**config.mk**
```make
export PLATFORM = sky130hd
export DESIGN_NAME = regfile_wr_arbiter
export DESIGN_NICKNAME = d
export VERILOG_FILES = /design/src/rtl/regfile_wr_arbiter.sv
export SDC_FILE = /design/constraint.sdc
export NUM_CORES = 1
export LEC_CHECK = 0
export ABC_AREA = 1
export CORE_MARGIN = 2
export CORE_UTILIZATION = 39
export CTS_CLUSTER_DIAMETER = 150
export CTS_CLUSTER_SIZE = 24
export DETAILED_ROUTE_END_ITERATION = 16
export PLACE_DENSITY = 0.77
export SYNTH_ARGS = -nofsm -noshare
export SYNTH_HDL_FRONTEND = slang
export SYNTH_SLANG_ARGS = --single-unit
```
**constraint.sdc**
```tcl
create_clock -name cpu_clk_50M -period 1.9 [get_ports cpu_clk_50M]
set_input_delay 0.475 -clock cpu_clk_50M [delete_from_list [all_inputs] [get_ports cpu_clk_50M]]
set_output_delay 0.475 -clock cpu_clk_50M [all_outputs]
set_load 0.01 [all_outputs]
```
**src/rtl/regfile_wr_arbiter.sv**
```systemverilog
// Register-file write-port arbiter between the single-cycle writeback (A) and the
// long-latency unit (B): round-robin on contention, same-address merge, r0 suppression.
module regfile_wr_arbiter (
  input  logic        cpu_clk_50M,
  input  logic        cpu_rst,
  input  logic        a_valid,
  input  logic [4:0]  a_wa,
  input  logic [31:0] a_wd,
  output logic        a_ready,
  input  logic        b_valid,
  input  logic [4:0]  b_wa,
  input  logic [31:0] b_wd,
  output logic        b_ready,
  output logic        we,
  output logic [4:0]  wa,
  output logic [31:0] wd,
  input  logic [4:0]  ra1,
  input  logic [4:0]  ra2,
  output logic        busy1,
  output logic        busy2,
  output logic [15:0] conflict_cnt
);

  typedef enum logic {PRI_A = 1'b0, PRI_B = 1'b1} pri_e;

  pri_e        rr_q, rr_d;
  logic [15:0] cnt_q, cnt_d;
  logic        we_q;
  logic [4:0]  wa_q;
  logic [31:0] wd_q;

  logic        conflict;
  logic        write_d;
  logic [4:0]  sel_wa;
  logic [31:0] sel_wd;
  logic        a_wait, b_wait;

  always_comb begin
    a_ready  = 1'b0;
    b_ready  = 1'b0;
    conflict = 1'b0;
    rr_d     = rr_q;
    if (!cpu_rst) begin
      if (a_valid && b_valid) begin
        // Equal addresses (including both r0) merge: A is younger, so its data wins.
        if (a_wa == b_wa) begin
          a_ready = 1'b1;
          b_ready = 1'b1;
        end else begin
          conflict = 1'b1;
          if (rr_q == PRI_A) begin
            a_ready = 1'b1;
            rr_d    = PRI_B;
          end else begin
            b_ready = 1'b1;
            rr_d    = PRI_A;
          end
        end
      end else begin
        a_ready = a_valid;
        b_ready = b_valid;
      end
    end
  end

  always_comb begin
    sel_wa = '0;
    sel_wd = '0;
    if (a_ready) begin
      sel_wa = a_wa;
      sel_wd = a_wd;
    end else if (b_ready) begin
      sel_wa = b_wa;
      sel_wd = b_wd;
    end
    write_d = (a_ready || b_ready) && (sel_wa != 5'd0);
  end

  always_comb begin
    cnt_d = cnt_q;
    if (conflict && (cnt_q != '1)) begin
      cnt_d = cnt_q + 16'd1;
    end
  end

  assign a_wait = a_valid && !a_ready && !cpu_rst;
  assign b_wait = b_valid && !b_ready && !cpu_rst;
  assign busy1  = (ra1 != 5'd0) && ((a_wait && (ra1 == a_wa)) || (b_wait && (ra1 == b_wa)));
  assign busy2  = (ra2 != 5'd0) && ((a_wait && (ra2 == a_wa)) || (b_wait && (ra2 == b_wa)));

  always_ff @(posedge cpu_clk_50M or posedge cpu_rst) begin
    if (cpu_rst) begin
      rr_q  <= PRI_A;
      cnt_q <= '0;
      we_q  <= 1'b0;
      wa_q  <= '0;
      wd_q  <= '0;
    end else begin
      rr_q  <= rr_d;
      cnt_q <= cnt_d;
      we_q  <= write_d;
      // Suppressed r0 writes leave the address/data bus untouched.
      if (write_d) begin
        wa_q <= sel_wa;
        wd_q <= sel_wd;
      end
    end
  end

  assign we           = we_q;
  assign wa           = wa_q;
  assign wd           = wd_q;
  assign conflict_cnt = cnt_q;

endmodule

```
==> results of run 1 <==
-- power by group --
part / internal (W) / switching [W] / total [W]
registers: 0.00128 / 0.000107 / 0.00139
logic: 0.000841 / 0.000729 / 0.00157
clock network: 0.000261 / 0.000408 / 0.000669
total: 0.00239 / 0.00124 / 0.00363
-- metrics by stage --
step	utilization, %	power [W]
2_1_floorplan	-	0.00193
3_3_place_gp	62.2	0.00256
3_5_place_dp	62.2	0.00258
4_1_cts	71.1	0.00352
5_1_grt	75.2	0.00381
6_report	75.2	0.00363
-- registers in the layout, indices dropped and copies added, names as in the netlist --
| signal | cells |
|---|---|
| rr_q | 1 |
| wd | 32 |
| conflict_cnt | 16 |
| wa | 5 |
| we | 1 |
-- layout make-up --
type | instances | area (µm²)
clock buffer | 5 | 68.8
clock inverter | 3 | 18.8
fill | 648 | 2170
inverter | 24 | 113
multi-input combinational | 359 | 2330
sequential | 55 | 1380
tap | 108 | 135
timing repair buffer | 244 | 2510
-- worst max-delay path, cell delays in order --
cell and delay, ns:
dlygate4sd2_1 0.28, xor2_1 0.16, a21oi_1 0.16, nand4_1 0.10, nor2_1 0.13, a31oi_1 0.06
a21oi_2 0.13, buf_2 0.14
-- synth_stat cells --
master,count,area [µm²]
nand2_4,1,11.3
xnor2_1,19,166
clkbuf_2,1,5.00
nand3_1,97,485
and3_1,1,6.26
dfrtp_1,55,1380
nand4_1,6,37.5
nand3_2,22,220
a21oi_1,4,20.0
buf_6,5,56.3
clkbuf_1,7,26.3
nand2_2,3,18.8
inv_1,20,75.1
ha_1,1,12.5
o21ai_0,1,5.00
a31oi_1,2,12.5
nor4_1,1,6.26
nand3b_1,1,7.51
nand3_4,1,17.5
nor3_1,7,35.0
buf_8,2,30.0
buf_1,2,7.51
nand2_1,157,589
o21ai_1,2,10.0
inv_2,3,11.3
clkinv_4,1,8.76
nor2_2,1,6.26
xor2_1,13,114
nor2_1,17,63.8
nor2_4,1,11.3
buf_2,10,50.1
nor3b_1,1,7.51
-- timing repair --
action                     in CTS  in global routing
resized for setup             172                 69
cloned                          6                  4
pin swaps                      38                 28
setup endpoints to repair      58                 52
buffers inserted               33                  3
-- per-layer routing --
| layer | global-route usage [%] | part of all wire, % |
|---|---|---|
| met5 | 0 | 0 |
| met4 | 5.16 | 1.3 |
| met3 | 3.48 | 5.1 |
| met2 | 46.5 | 53 |
| met1 | 31.6 | 41 |
-- worst min path at each step --
stage                                  from                      endpoint  slack (ns)  cells past startpoint
6_report       conflict_cnt[14]$_DFFE_PP0P_  conflict_cnt[14]$_DFFE_PP0P_        0.51                      1
3_5_place_dp              wa[4]$_DFFE_PP0P_             wa[4]$_DFFE_PP0P_        0.49                      2
3_3_place_gp   conflict_cnt[14]$_DFFE_PP0P_  conflict_cnt[14]$_DFFE_PP0P_        0.48                      1
5_1_grt        conflict_cnt[14]$_DFFE_PP0P_  conflict_cnt[14]$_DFFE_PP0P_        0.54                      1
4_1_cts        conflict_cnt[14]$_DFFE_PP0P_  conflict_cnt[14]$_DFFE_PP0P_        0.52                      1
2_1_floorplan  conflict_cnt[14]$_DFFE_PP0P_  conflict_cnt[14]$_DFFE_PP0P_        0.52                      1
-- kinds of logic after synthesis --
group	synth area share (%)
AOI/OAI and AO/OA	1.35
xor gates and xnor gates	7.98
adders and majority gates	0.356
buffers and inverters	7.70
DFF	39.2
and+or+nand+nor	43.4
==> impl_metrics.json, run 1 <==
{
  "outcome": "complete, but fails checks",
  "violations": "setup timing",
  "max_freq_mhz": 470,
  "clock_latency_ns": 0.32,
  "cp_data_required_time_ns": 1.42,
  "p_leak_nw": 3.11,
  "area_growth_syn_to_layout_pct": 86.7,
  "nets": 778,
  "post_drt_via_cell_ratio": 5.13,
  "drive_above_1_share_pct": 36.2,
  "maxCapViolations": 0,
  "hp-class": "register to register",
  "dp_hpwl_um": 8270,
  "tightest_slew_ns": 0.403,
  "pin_count": 146,
  "routed_wl_um": 13200,
  "cp_max_fo": 4,
  "cts_root_buffer": "clkbuf_8",
  "drv_slew": 0,
  "grt_pass1_wl_um": 20100,
  "yosys_warnings": 0,
  "r2r_end": "wd[19]$_DFFE_PP0P_",
  "skew_ns": 0.00999,
  "drt_iter0_drc": 124,
  "grt_pass1_vias": 4107,
  "antenna_found_initial": 0,
  "die_area_um2": 9780,
  "worstSetupPathType": "input port to output pin",
  "grt_max_degree": 33,
  "rsz0062_at_grt": "yes",
  "power_density_nw_per_um2": 554,
  "synth_area_um2": 3510,
  "layout_min_cycle_time_ns": 2.13,
  "worstRegToRegCells": 12,
  "routedWlPerCell_um": 16.5,
  "rrSetupSlack_ns": -0.03,
  "io_buffers": 145,
  "reg2reg_from": "rr_q$_DFFE_PP0P_",
  "clkSinkCount": 55,
  "cts_tree": "yes",
  "routabilityCongestion": 0.892,
  "synth_seq_area_share_pct": 39.2,
  "antenna_left": 0,
  "drcViolationCount": 0,
  "rows": 34,
  "hold_buffers": 0,
  "final_cell_mix": "nand2_1, clkdlybuf4s50_1, buf_4, nand3_1, dfrtp_1",
  "stdcell_area_um2": 6550,
  "htreeDepth": 2,
  "instances_no_fill": 798,
  "avgSynthCellArea_um2": 7.55,
  "final_hold_viol_count": 0,
  "post_synth_num_cell_types": 32,
  "endpoint": "busy1",
  "start_kind": "input port",
  "cts_buffer_depth": 2,
  "setup_tns_ns": -5.72,
  "core_region_area_um2": 8720,
  "slew-limit-headroom_pct": 73.1,
  "antenna_cells": 0,
  "overflow": 0,
  "hold_ws_ns": 0.508,
  "grt_use_total_pct": 25.3,
  "floorplan.initialDensity_pct": 40.3,
  "ys_seq_elements": 55,
  "path_clk_slew_ns": 0.10,
  "ir_drop_uv": 463,
  "finalCritPeriodShare_pct": 112,
  "cp-end-kind": "output pin",
  "via_count": 4092,
  "crit_start": "ra1[1]",
  "synth_nets": 554,
  "final_common_cell": "nand2_1",
  "die_w_um": 98.9,
  "chipHeight_um": 98.9,
  "place_inst": 745,
  "first_pass_iters": 4,
  "setup_violations": 41,
  "fin_ws_ns": -0.229,
  "cts_buffers": 5,
  "dp_slack_ns": -1.14,
  "dpl_cell_area_um2": 5420,
  "synthCells": 465,
  "critPathArrivalTime_ns": 1.65
}
No activity file was read; power rests on OpenSTA's default activity.
==> run 2, diff against run 1 <==
- CORE_UTILIZATION: 39 -> 60
- CTS_BUF_LIST: not set -> sky130_fd_sc_hd__clkbuf_2
- DONT_BUFFER_PORTS: not set -> 1
- PLACE_DENSITY: 0.77 -> 0.79
==> impl_metrics.json, run 2 (synthesized netlist as in run 1, its figures left out) <==
{
  "start_kind": "register",
  "hold_depth": 2,
  "drcViolationCount": 0,
  "multiInputGateArea_um2": 2100,
  "clock_latency_ns": 0.42,
  "die_area_um2": 6480,
  "largest_register_ffs": 32,
  "seqCellArea_um2": 1380,
  "fin_ws_ns": -0.0781,
  "layout_min_cycle_time_ns": 1.98,
  "cts_root_buffer": "clkbuf_2",
  "p_int_w": 0.00181,
  "cp_data_required_time_ns": 1.42,
  "path_clk_slew_ns": 0.27,
  "final_common_cell": "nand2_1",
  "core_region_area_um2": 5570,
  "cpMaxStageDelayCell": "dfrtp_1",
  "nets": 598,
  "cts_buffer_depth": 2,
  "tightest_slew_ns": 0.983,
  "r2r_end": "wd[3]$_DFFE_PP0P_",
  "setup_violations": 13,
  "antenna_cells": 0,
  "hold_path_end": "rr_q$_DFFE_PP0P_",
  "rows": 27,
  "crit_start": "rr_q$_DFFE_PP0P_",
  "max_stage_delay_ns": 0.51,
  "rrSetupSlack_ns": 0.02,
  "clkSinkCount": 55,
  "io_buffers": 0,
  "cp_max_fo": 3,
  "cp-end-kind": "output pin",
  "wl_met1_um": 3860,
  "area_growth_syn_to_layout_pct": 27.6,
  "drive_above_1_share_pct": 29.5,
  "combPwrFrac_pct": 33.9,
  "routed_wl_um": 10200,
  "critPathArrivalTime_ns": 1.50,
  "maxCapViolations": 0,
  "first_pass_iters": 5,
  "overflow": 0,
  "drt_iter0_drc": 121,
  "clkPwrFrac_pct": 15.8,
  "routedWlPerCell_um": 17.6,
  "grt_max_degree": 33,
  "worstSetupPathType": "register to output pin",
  "path_cells": "nand3_4 > nor3_4 > a31oi_1 > a21oi_2",
  "setup_tns_ns": -0.341,
  "place_inst": 553,
  "cts_buffers": 5,
  "max_freq_mhz": 506,
  "antenna_found_initial": 0,
  "routabilityCongestion": 0.884,
  "slew-limit-headroom_pct": 34.2,
  "power_density_nw_per_um2": 634,
  "instances_no_fill": 581,
  "power_switching_w": 0.00103,
  "final_hold_viol_count": 0,
  "swShare_pct": 36.4,
  "grt_pass1_vias": 3120,
  "grt_pass1_wl_um": 13900,
  "min_from": "cpu_rst",
  "met3_length_um": 749,
  "pin_count": 146,
  "ir_drop_uv": 539,
  "post_drt_via_cell_ratio": 5.93,
  "skew_ns": 0.00938,
  "reg2reg_from": "rr_q$_DFFE_PP0P_",
  "worstRegToRegCells": 13,
  "cpLargestDelayFamily": "flip-flops",
  "top_layer": "met4",
  "hp-class": "input port to register",
  "violations": "setup timing",
  "nFillCells": 373,
  "grt_use_total_pct": 27.4,
  "antenna_left": 0,
  "outcome": "complete, but fails checks",
  "finalCritPeriodShare_pct": 104,
  "pwr-share-seq_pct": 50.3,
  "floorplan.initialDensity_pct": 63.0,
  "final_cell_mix": "nand2_1, nand3_1, dfrtp_1, nand3_2, buf_4",
  "rsz0062_at_grt": "yes",
  "chipHeight_um": 80.5,
  "via_count": 3448,
  "cts_tree": "yes",
  "p_leak_nw": 2.26,
  "met2WireLength_um": 5390,
  "critPathBufInv": 0,
  "die_w_um": 80.5,
  "drv_slew": 0,
  "htreeDepth": 2,
  "dp_hpwl_um": 6510
}
-- run 2: changes by cell type in the layout (fill, tap and decap cells not counted), sizes merged, moves of 2 or more --
cell	change
clkdlybuf4s50	-118
inv	-2
clkbuf	+2
dlygate4sd2	-8
dlygate4sd3	+2
buf	-57
-- run 2: layout make-up --
cell class              count  share of cell area, %
multi-input cells         359                   46.8
flip-flops and latches     55                   30.7
repair buffers             64                   17.2
inverters                  24                   2.40
well taps                  72                   2.01
clock buffers               5                  0.559
clock inverters             2                  0.307
-- run 2: worst max path at each step --
stage | end | cells past startpoint
4_1_cts | busy2 | 5
2_1_floorplan | wd[0]$_DFFE_PP0P_ | 15
3_5_place_dp | wd[21]$_DFFE_PP0P_ | 15
6_report | busy1 | 4
5_1_grt | busy2 | 5
3_3_place_gp | busy2 | 11
-- run 2: routing by layer --
metal | track usage, % | vias to the layer above
li1 | - | 1607
met1 | 31.5 | 1669
met2 | 50.6 | 150
met3 | 7.64 | 22
met4 | 5.42 | 0
met5 | 0 | -
-- run 2: per-stage QoR --
stage	utilization, %	hold WS [ns]	area (µm²)	total power (W)	setup slack [ns]
after detailed placement	69.6	0.421	3880	0.00218	-0.122
after floorplan	-	0.520	3540	0.00193	-0.0641
after CTS	71.8	0.144	4000	0.00265	-0.132
final	80.4	0.177	4480	0.00284	-0.0781
after global routing	80.4	0.123	4480	0.00299	-0.189
after global placement	69.6	0.412	3880	0.00215	-0.0807
-- run 2: timing repair --
| item | in CTS | in global routing |
|---|---|---|
| cloned | 0 | 9 |
| resized for setup | 8 | 51 |
| hold endpoints to repair | 21 | 0 |
| setup endpoints to repair | 4 | 39 |
| hold buffers | 2 | 0 |
| pin swaps | 2 | 26 |
| setup buffers | 3 | 8 |
-- run 2: power groups by stage --
stage                     Sequential, W  Clock, W  Combinational [W]
final                           0.00143  0.000448           0.000963
after global routing            0.00144  0.000507            0.00104
after global placement          0.00144         0           0.000710
after detailed placement        0.00144         0           0.000738
after CTS                       0.00143  0.000461           0.000764
after floorplan                 0.00144         0           0.000491
-- run 2: worst register-to-register path: stages (launching register included) --
cell	delay, ns
dfrtp_1	0.51
inv_2	0.12
nand3_4	0.11
buf_6	0.14
buf_6	0.10
nand3_2	0.05
nand2_2	0.05
nand2_2	0.09
nand2_2	0.08
nor2_4	0.12
buf_12	0.15
clkbuf_16	0.15
nand3_2	0.07
nand2_2	0.06
